<file path="config.mk">
export PLATFORM = sky130hd
export DESIGN_NAME = snake_step_ctrl_flat
export DESIGN_NICKNAME = d
export VERILOG_FILES = /design/src/rtl/snake_step_ctrl_if.sv /design/src/rtl/snake_step_ctrl.sv /design/src/flat_wrapper.sv
export SDC_FILE = /design/constraint.sdc
export NUM_CORES = 1
export LEC_CHECK = 0
export ABC_AREA = 1
export CAP_MARGIN = 10
export CORE_MARGIN = 2
export CORE_UTILIZATION = 50
export DETAILED_ROUTE_END_ITERATION = 10
export PLACE_DENSITY_LB_ADDON = 0.15
export SYNTH_ARGS = -nofsm -noshare
export SYNTH_HDL_FRONTEND = slang
export SYNTH_SLANG_ARGS = --single-unit
</file>
<file path="constraint.sdc">
create_clock -name clk -period 1.99 [get_ports clk]
set_input_delay 0.2985 -clock clk [delete_from_list [all_inputs] [get_ports clk]]
set_output_delay 0.2985 -clock clk [all_outputs]
set_load 0.05 [all_outputs]
</file>
<file path="src/rtl/snake_step_ctrl_if.sv">
// Bus between the step sequencer and the snake occupancy map.
// The sequencer drives the move proposal and commit; the map answers with a self-hit flag.
interface snake_step_ctrl_if #(
  parameter int XW = 3,
  parameter int YW = 3
) ();
  logic                 map_tick;
  logic                 map_eat;
  logic [XW+YW-1:0]     map_head_xy;
  logic [XW+YW-1:0]     map_tail_xy;
  logic [XW-1:0]        map_next_x;
  logic [YW-1:0]        map_next_y;
  logic                 map_will_pop;
  logic                 map_self_hit;

  modport master (
    output map_tick, map_eat, map_head_xy, map_tail_xy,
           map_next_x, map_next_y, map_will_pop,
    input  map_self_hit
  );

  modport slave (
    input  map_tick, map_eat, map_head_xy, map_tail_xy,
           map_next_x, map_next_y, map_will_pop,
    output map_self_hit
  );
endinterface

</file>
<file path="src/rtl/snake_step_ctrl.sv">
// Snake game-step sequencer: steers, checks walls and self-collision, then commits one move.
// Owns the ordered segment ring buffer that supplies head/tail cells to the occupancy map.
module snake_step_ctrl #(
  parameter int XW      = 3,
  parameter int YW      = 3,
  parameter int GRID_W  = 8,
  parameter int GRID_H  = 6,
  parameter int AW      = 4,
  parameter int START_X = 2,
  parameter int START_Y = 2
) (
  input  logic                 clk,
  input  logic                 reset,
  input  logic                 start,
  input  logic                 step,
  input  logic [1:0]           dir_in,
  input  logic [XW-1:0]        food_x,
  input  logic [YW-1:0]        food_y,
  input  logic                 food_valid,
  snake_step_ctrl_if.master    map,
  output logic [XW-1:0]        head_x,
  output logic [YW-1:0]        head_y,
  output logic [AW:0]          length,
  output logic [7:0]           score,
  output logic                 food_eaten,
  output logic                 game_over
);

  localparam int              MAX_LEN = 2 ** AW;
  localparam logic [AW:0]     LEN_MAX = {1'b1, {AW{1'b0}}};

  typedef enum logic [2:0] {S_IDLE, S_RUN, S_CHECK, S_COMMIT, S_OVER} state_t;

  state_t               r_state, w_state_nxt;
  logic [XW+YW-1:0]     r_ring [MAX_LEN];
  logic [AW-1:0]        r_hd_idx, r_tl_idx;
  logic [AW:0]          r_len;
  logic [7:0]           r_score;
  logic [1:0]           r_dir;
  logic [XW-1:0]        r_nx;
  logic [YW-1:0]        r_ny;
  logic                 r_wall, r_eat, r_grow;

  logic [AW-1:0]        w_hd_nxt;
  logic [XW-1:0]        w_hx, w_nx;
  logic [YW-1:0]        w_hy, w_ny;
  logic [1:0]           w_dir_eff;
  logic                 w_wall, w_eat_hit, w_grow;
  logic                 w_tick, w_eat, w_will_pop, w_food_eaten, w_over;

  assign w_hd_nxt   = r_hd_idx + AW'(1);
  assign {w_hx, w_hy} = r_ring[r_hd_idx];

  // A request for the exact opposite direction is ignored; the snake keeps going.
  assign w_dir_eff  = (dir_in == (r_dir ^ 2'b10)) ? r_dir : dir_in;

  always_comb begin
    // NOTE: every combinational output gets a default first so no latch is inferred.
    w_nx   = w_hx;
    w_ny   = w_hy;
    w_wall = 1'b0;
    unique case (w_dir_eff)
      2'b00: begin w_nx = w_hx + XW'(1); w_wall = (w_hx == XW'(GRID_W - 1)); end
      2'b01: begin w_ny = w_hy + YW'(1); w_wall = (w_hy == YW'(GRID_H - 1)); end
      2'b10: begin w_nx = w_hx - XW'(1); w_wall = (w_hx == '0); end
      2'b11: begin w_ny = w_hy - YW'(1); w_wall = (w_hy == '0); end
    endcase
  end

  assign w_eat_hit = food_valid && (r_nx == food_x) && (r_ny == food_y);
  assign w_grow    = w_eat_hit && (r_len < LEN_MAX);

  // State register
  always_ff @(posedge clk) begin
    // NOTE: state and datapath registers use non-blocking assignments so every flop samples pre-edge values.
    if (reset) r_state <= S_IDLE;
    else       r_state <= w_state_nxt;
  end

  // Next-state logic
  always_comb begin
    w_state_nxt = r_state;
    unique case (r_state)
      S_IDLE:   if (start) w_state_nxt = S_RUN;
      S_RUN:    if (step)  w_state_nxt = S_CHECK;
      S_CHECK:  w_state_nxt = (r_wall || map.map_self_hit) ? S_OVER : S_COMMIT;
      S_COMMIT: w_state_nxt = S_RUN;
      S_OVER:   w_state_nxt = S_OVER;
      default:  w_state_nxt = S_IDLE;
    endcase
  end

  // Output logic
  always_comb begin
    w_tick       = 1'b0;
    w_eat        = 1'b0;
    w_will_pop   = 1'b0;
    w_food_eaten = 1'b0;
    w_over       = 1'b0;
    unique case (r_state)
      S_CHECK:  w_will_pop = !w_grow;
      S_COMMIT: begin
        w_tick       = 1'b1;
        w_eat        = r_grow;
        w_will_pop   = !r_grow;
        w_food_eaten = r_eat;
      end
      S_OVER:   w_over = 1'b1;
      default:  ;
    endcase
  end

  always_ff @(posedge clk) begin
    if (reset) begin
      r_hd_idx <= '0;
      r_tl_idx <= '0;
      r_len    <= (AW+1)'(1);
      r_score  <= '0;
      r_dir    <= 2'b00;
      r_nx     <= '0;
      r_ny     <= '0;
      r_wall   <= 1'b0;
      r_eat    <= 1'b0;
      r_grow   <= 1'b0;
    end else begin
      unique case (r_state)
        S_RUN: if (step) begin
          r_dir  <= w_dir_eff;
          r_nx   <= w_nx;
          r_ny   <= w_ny;
          r_wall <= w_wall;
        end
        S_CHECK: begin
          r_eat  <= w_eat_hit;
          r_grow <= w_grow;
        end
        S_COMMIT: begin
          r_hd_idx <= w_hd_nxt;
          if (r_grow) r_len    <= r_len + (AW+1)'(1);
          else        r_tl_idx <= r_tl_idx + AW'(1);
          if (r_eat && r_score != 8'hFF) r_score <= r_score + 8'd1;
        end
        default: ;
      endcase
    end
  end

  // NOTE: only the head slot is reset; other slots are never read before a commit writes them.
  always_ff @(posedge clk) begin
    if (reset)                      r_ring[0]        <= {XW'(START_X), YW'(START_Y)};
    else if (r_state == S_COMMIT)   r_ring[w_hd_nxt] <= {r_nx, r_ny};
  end

  assign map.map_tick     = w_tick;
  assign map.map_eat      = w_eat;
  assign map.map_will_pop = w_will_pop;
  assign map.map_head_xy  = r_ring[r_hd_idx];
  assign map.map_tail_xy  = r_ring[r_tl_idx];
  assign map.map_next_x   = r_nx;
  assign map.map_next_y   = r_ny;

  assign head_x     = w_hx;
  assign head_y     = w_hy;
  assign length     = r_len;
  assign score      = r_score;
  assign food_eaten = w_food_eaten;
  assign game_over  = w_over;

endmodule

</file>
<file path="src/flat_wrapper.sv">
// flat-port wrapper written by rule: the top's interface ports become plain ports
module snake_step_ctrl_flat 
#(
  parameter int XW      = 3,
  parameter int YW      = 3,
  parameter int GRID_W  = 8,
  parameter int GRID_H  = 6,
  parameter int AW      = 4,
  parameter int START_X = 2,
  parameter int START_Y = 2
)
  (clk, reset, start, step, dir_in, food_x, food_y, food_valid, head_x, head_y, length, score, food_eaten, game_over, map_map_tick, map_map_eat, map_map_head_xy, map_map_tail_xy, map_map_next_x, map_map_next_y, map_map_will_pop, map_map_self_hit);
  snake_step_ctrl_if #(.XW(XW), .YW(YW)) map_i ();
  input  logic clk;
  input  logic reset;
  input  logic start;
  input  logic step;
  input  logic [1:0] dir_in;
  input  logic [XW-1:0] food_x;
  input  logic [YW-1:0] food_y;
  input  logic food_valid;
  output logic [XW-1:0] head_x;
  output logic [YW-1:0] head_y;
  output logic [AW:0] length;
  output logic [7:0] score;
  output logic food_eaten;
  output logic game_over;
  output wire logic [$bits(map_i.map_tick)-1:0] map_map_tick;
  output wire logic [$bits(map_i.map_eat)-1:0] map_map_eat;
  output wire logic [$bits(map_i.map_head_xy)-1:0] map_map_head_xy;
  output wire logic [$bits(map_i.map_tail_xy)-1:0] map_map_tail_xy;
  output wire logic [$bits(map_i.map_next_x)-1:0] map_map_next_x;
  output wire logic [$bits(map_i.map_next_y)-1:0] map_map_next_y;
  output wire logic [$bits(map_i.map_will_pop)-1:0] map_map_will_pop;
  input wire logic [$bits(map_i.map_self_hit)-1:0] map_map_self_hit;
  assign map_map_tick = map_i.map_tick;
  assign map_map_eat = map_i.map_eat;
  assign map_map_head_xy = map_i.map_head_xy;
  assign map_map_tail_xy = map_i.map_tail_xy;
  assign map_map_next_x = map_i.map_next_x;
  assign map_map_next_y = map_i.map_next_y;
  assign map_map_will_pop = map_i.map_will_pop;
  assign map_i.map_self_hit = map_map_self_hit;
  snake_step_ctrl #(.XW(XW), .YW(YW), .GRID_W(GRID_W), .GRID_H(GRID_H), .AW(AW), .START_X(START_X), .START_Y(START_Y)) u_core (.clk(clk), .reset(reset), .start(start), .step(step), .dir_in(dir_in), .food_x(food_x), .food_y(food_y), .food_valid(food_valid), .map(map_i), .head_x(head_x), .head_y(head_y), .length(length), .score(score), .food_eaten(food_eaten), .game_over(game_over));
endmodule
</file>
After elaboration in Yosys (flattened, before gate mapping)
Memories as Yosys holds them, arrays and structs flattened. A register that Yosys moved wholly into a read port is not among the register bits.
Index checks and enable logic that the tools add are counted.
{ "word_totals": {"input_bits": 14, "reg_bits": 35, "wordCells": 79, "ramBits": 96, "output_inout_bits": 42, "mem_count": 1} }
{ "mem_list": {"columns": ["memory", "words", "word_bits", "rd", "rd_clocked_by_memory_dff", "wr", "line", "text"], "rows": [
  ["u_core.r_ring", 16, 6, 2, 2, 1, "snake_step_ctrl.sv:35", "logic [XW+YW-1:0] r_ring [MAX_LEN];"]
]} }
{ "classes": {"n_mux": 24, "bitwise_logic": 2, "n_eq_ne": 15, "addsub": 8, "magnitude_cmp": 1, "n_reduce_logical": 17} }
{ "op_table": {"columns": ["cell", "count"], "rows": [
  ["$mux 4", 5],
  ["$pmux 3 s5", 1],
  ["$pmux 3 s2", 2],
  ["$reduce_and 2->1", 5],
  ["$eq 3x3->1 const B", 3],
  ["$logic_not 3->1", 3],
  ["$mux 1", 9],
  ["$mux 3", 3],
  ["$add 4x1->4 const B", 2],
  ["$add 8x1->8 const B", 1],
  ["$ne 8x8->1 const B", 1],
  ["$add 3x1->3 const B", 2],
  ["$eq 3x2->1 const B", 2],
  ["$eq 3x3->1", 2],
  ["$mux 6", 1],
  ["$reduce_or 6->1", 1],
  ["$sub 3x1->3 const B", 2],
  ["$add 5x1->5 const B", 1],
  ["$lt 5x5->1 const B", 1],
  ["$eq 2x2->1 const B", 2],
  ["$logic_and 1x1->1", 4],
  ["$ne 2x2->1 const B", 2],
  ["$pmux 1 s4", 1],
  ["$eq 3x1->1 const B", 1],
  ["8 further kinds", 10]
]} }

Longest topological paths before layout
{ "depth": {"depth_word": 6, "mapped_depth": 14} }

Worst setup path after synthesis
Ideal clock, no wire load.
{ "synth_path": {"path_type": "reg2out", "start": "reg (tool-made name)", "end": "out map_map_tail_xy[5]", "arrival_ps": 2123, "stages_incl_launch_ff": 7, "n_path_buf": 2, "path_slack_ps": -432, "required_ps": 1691, "cell_sequence": "dfxtp_1 clkbuf_1 clkbuf_1 a21oi_1 o21ai_0 o22ai_1 o21ai_0"} }
{ "synth_lines": {"columns": ["item", "line", "text"], "rows": [
  ["end, declared", "flat_wrapper.sv:31", "output wire logic [$bits(map_i.map_tail_xy)-1:0] map_map_tail_xy;"]
]} }

==> key figures <==
Critical path
  • Crit path max fanout: 7
  • Setup crit start kind: flop
  • R2R depth: 12
  • Worst path arrival time: 2090 ps
  • Crit Path Category: flop to output port
  • Slowest stage cell, crit path: dfxtp_4
  • Critical Path Max Stage Delay: 380 ps
  • CP Cell Sequence: buf_4 -> buf_12 -> buf_4 -> a21oi_2 -> o21ai_1 -> nand3_1 -> nand3_2 -> nand2_8 -> buf_8 -> buf_12
  • Worst Path Required: 1690 ps
  • Crit. End Element: output port
  • FF-to-FF setup slack: -320 ps

Clocking
  • Sink Count: 139
  • CTS Hold Bufs: 0
  • Clk buf depth: 2
  • CTS buffer count: 17
  • H-tree level count: 4
  • Clk_lat worst skew: 420 ps
  • Worst-path clk slew: 60 ps
  • CTS tree: built
  • Clk root buf: clkbuf_16

Timing
  • Tightest Pin Transition: 591 ps
  • RSZ-0062 raised after global routing: yes
  • Final worst setup slack: -397 ps
  • Final hold violations: 0
  • Rel. slew slack: 0.605
  • Fmax: 419 MHz
  • Clk_skew: 7.31 ps
  • Tmin final: 2390 ps
  • Final Max Tran Viols: 0
  • Setup violations, final: 23
  • Setup tns final: -5420 ps
  • Tcrit/Tclk final: 1.20

Floorplanning
  • Die X: 124 µm
  • Num ports: 56
  • Die area: 15,300 µm²
  • Die height: 124 µm
  • Initial Utilization: 0.513
  • Core ar.: 13,900 µm²
  • Row cnt: 43

Synth
  • Synth Area in XOR/XNOR: 0.0121
  • Ys flop type: edfxtp_1
  • Area contributors post-synth: edfxtp_1 40%, dfxtp_1 12%, nand2_1 7.8%
  • Synth cell count leaders: 149 x nand2_1, 109 x inv_1, 96 x edfxtp_1
  • Mux cell area share after synthesis: 0
  • Ys Warns: 0
  • Synth Area in Adders: 0.0126
  • Yosys top cell area share: 0.404
  • Synthesized area per cell: 8.60 µm²
  • Synth Cell Area: 7140 µm²
  • Simple-Gate Fraction of Synth Area: 0.219
  • Compound-Gate Fraction of Synth Area: 0.133
  • Seq cells post-synth: 139
  • Seq/Total Area, Yosys: 0.524
  • Largest area contributor in the netlist: edfxtp_1
  • Distinct cell type count after synthesis: 48
  • Post-synth EDFFs: 96
  • Synth Net Count: 851
  • Largest family of logic cells by synthesized area: simple AND/OR/NAND/NOR gates
  • Asr flop ratio synth: 0
  • Top-count cell post-synth: nand2_1
  • Mapped Cells: 831

Hold path
  • HP Class: flop to flop
  • Worst hold stages: 1

Placement
  • Port Buf Inserts: 55
  • Placed Cells: 1,070
  • GP Congestion: 0.889
  • HPWL Detailed: 13.6 mm

Global route
  • Largest net degree at the start of global routing: 23
  • First-pass GRT wire length: 33.4 mm
  • Initial antenna violation count: 0
  • Aggregate global routing overflow: 0
  • All-layer global routing usage: 0.294
  • Vias in the first global route: 6,423

Final layout
  • Area growth syn-to-layout: 45.4%
  • Ant. Diodes: 0
  • Share of cells above drive strength 1: 0.336
  • Final std cells w/o fill: 1,153
  • Final Util: 0.745
  • Fill cells: 920
  • Final net count: 980

Pwr
  • P_leak: 4.14 nW
  • Power Density: 739 nW/µm²
  • Peak VDD IR: 0.514 mV

Drt
  • DRC viols: 0
  • Drt wl/cell: 20.1 µm
  • Routed WL: 23.2 mm
  • Final ANT Viol Nets: 0
  • DR iter-0 viols: 916
  • Via/cell ratio: 5.89
  • TritonRoute pass-1 iters: 5
  • DR vias: 6,793

Flow run
  • Max cap viols: 0

Run status
  • Status: finished with violations
  • Failing checks: negative setup slack
what timing repair did:
item                                    in CTS  in global routing
resized for setup                           99                108
cloned                                      11                  5
buffers inserted                            11                 29
endpoints found under the hold margin        0                  0
pin swaps                                   33                 53
endpoints found under the setup margin      41                 32
registers in the layout, indices dropped and copies added, names as in the netlist, 2 cells and up, named ones only:
| name | flops |
|---|---|
| u_core.map.map_next_x | 3 |
| u_core.score | 8 |
| u_core.r_hd_idx | 4 |
| u_core.r_state | 3 |
| u_core.r_ring | 96 |
| u_core.length | 5 |
| u_core.r_tl_idx | 4 |
| u_core.map.map_next_y | 3 |
| u_core.r_dir | 2 |
kinds of logic after synthesis:
| logic type | after synthesis |
|---|---|
| compound gates | 169 |
| xor+xnor | 9 |
| fa+ha+maj | 6 |
| buf+inv | 163 |
| flops | 139 |
| simple gates | 345 |
where the power goes:
part / internal [mW] / switching [mW] / total, mW / leakage, nW
Sequential: 3.13 / 0.0656 / 3.19 / 1.26
Combinational: 0.688 / 0.874 / 1.56 / 2.60
Clock: 1.75 / 1.17 / 2.92 / 0.277
final timing paths:
check / start / endpoint
worst min register to register: u_core.length[3] / u_core.length[3]
worst max register to register: flop / u_core.map.map_next_y[2]
worst min-delay path: u_core.length[3] / u_core.length[3]
worst max-delay path: flop / head_y[1]
routing by layer:
metal / GRT usage / routed length, µm / vias to the layer above
li1: - / - / 3050
met1: 0.388 / 8910 / 3279
met2: 0.470 / 11400 / 386
met3: 0.0604 / 1960 / 78
met4: 0.130 / 950 / 0
met5: 0 / 0 / -
metrics by stage:
stage | setup WS, ps | hold WS (ps) | cell area (µm²) | power (mW)
6_report | -397 | 476 | 10400 | 7.68
3_5_place_dp | -225 | 470 | 8610 | 4.43
2_1_floorplan | -121 | 477 | 7430 | 3.97
5_1_grt | -408 | 518 | 10400 | 7.92
3_3_place_gp | -193 | 459 | 8610 | 4.40
4_1_cts | -235 | 484 | 9800 | 7.48
layout by cell type (no fill, tap or decap), types with 24 or more instances in the layout:
master,n
a21oi_1,42
buf_12,33
buf_4,60
clkdlybuf4s50_1,25
dfxtp_1,29
edfxtp_1,96
inv_1,102
nand2_1,130
nand3_1,61
nand3_2,24
nor2_1,46
o21ai_1,33
worst max-delay path: cells and delay by family, from the launching register on:
family / cells / cell delay (ps)
flops: 1 / 380
buf+inv: 5 / 670
simple gates: 3 / 370
compound gates: 2 / 220
layout make-up:
| cell class | instances | area, µm² | area share |
|---|---|---|---|
| well taps | 180 | 225 | 0.0217 |
| repair buffers | 156 | 2010 | 0.193 |
| inverters | 117 | 459 | 0.0442 |
| clock buffers | 25 | 504 | 0.0485 |
| flip-flops and latches | 139 | 3770 | 0.363 |
| clock inverters | 7 | 37.5 | 0.00361 |
| multi-input cells | 529 | 3380 | 0.326 |
Note: power is estimated with default switching activity, not from simulation.
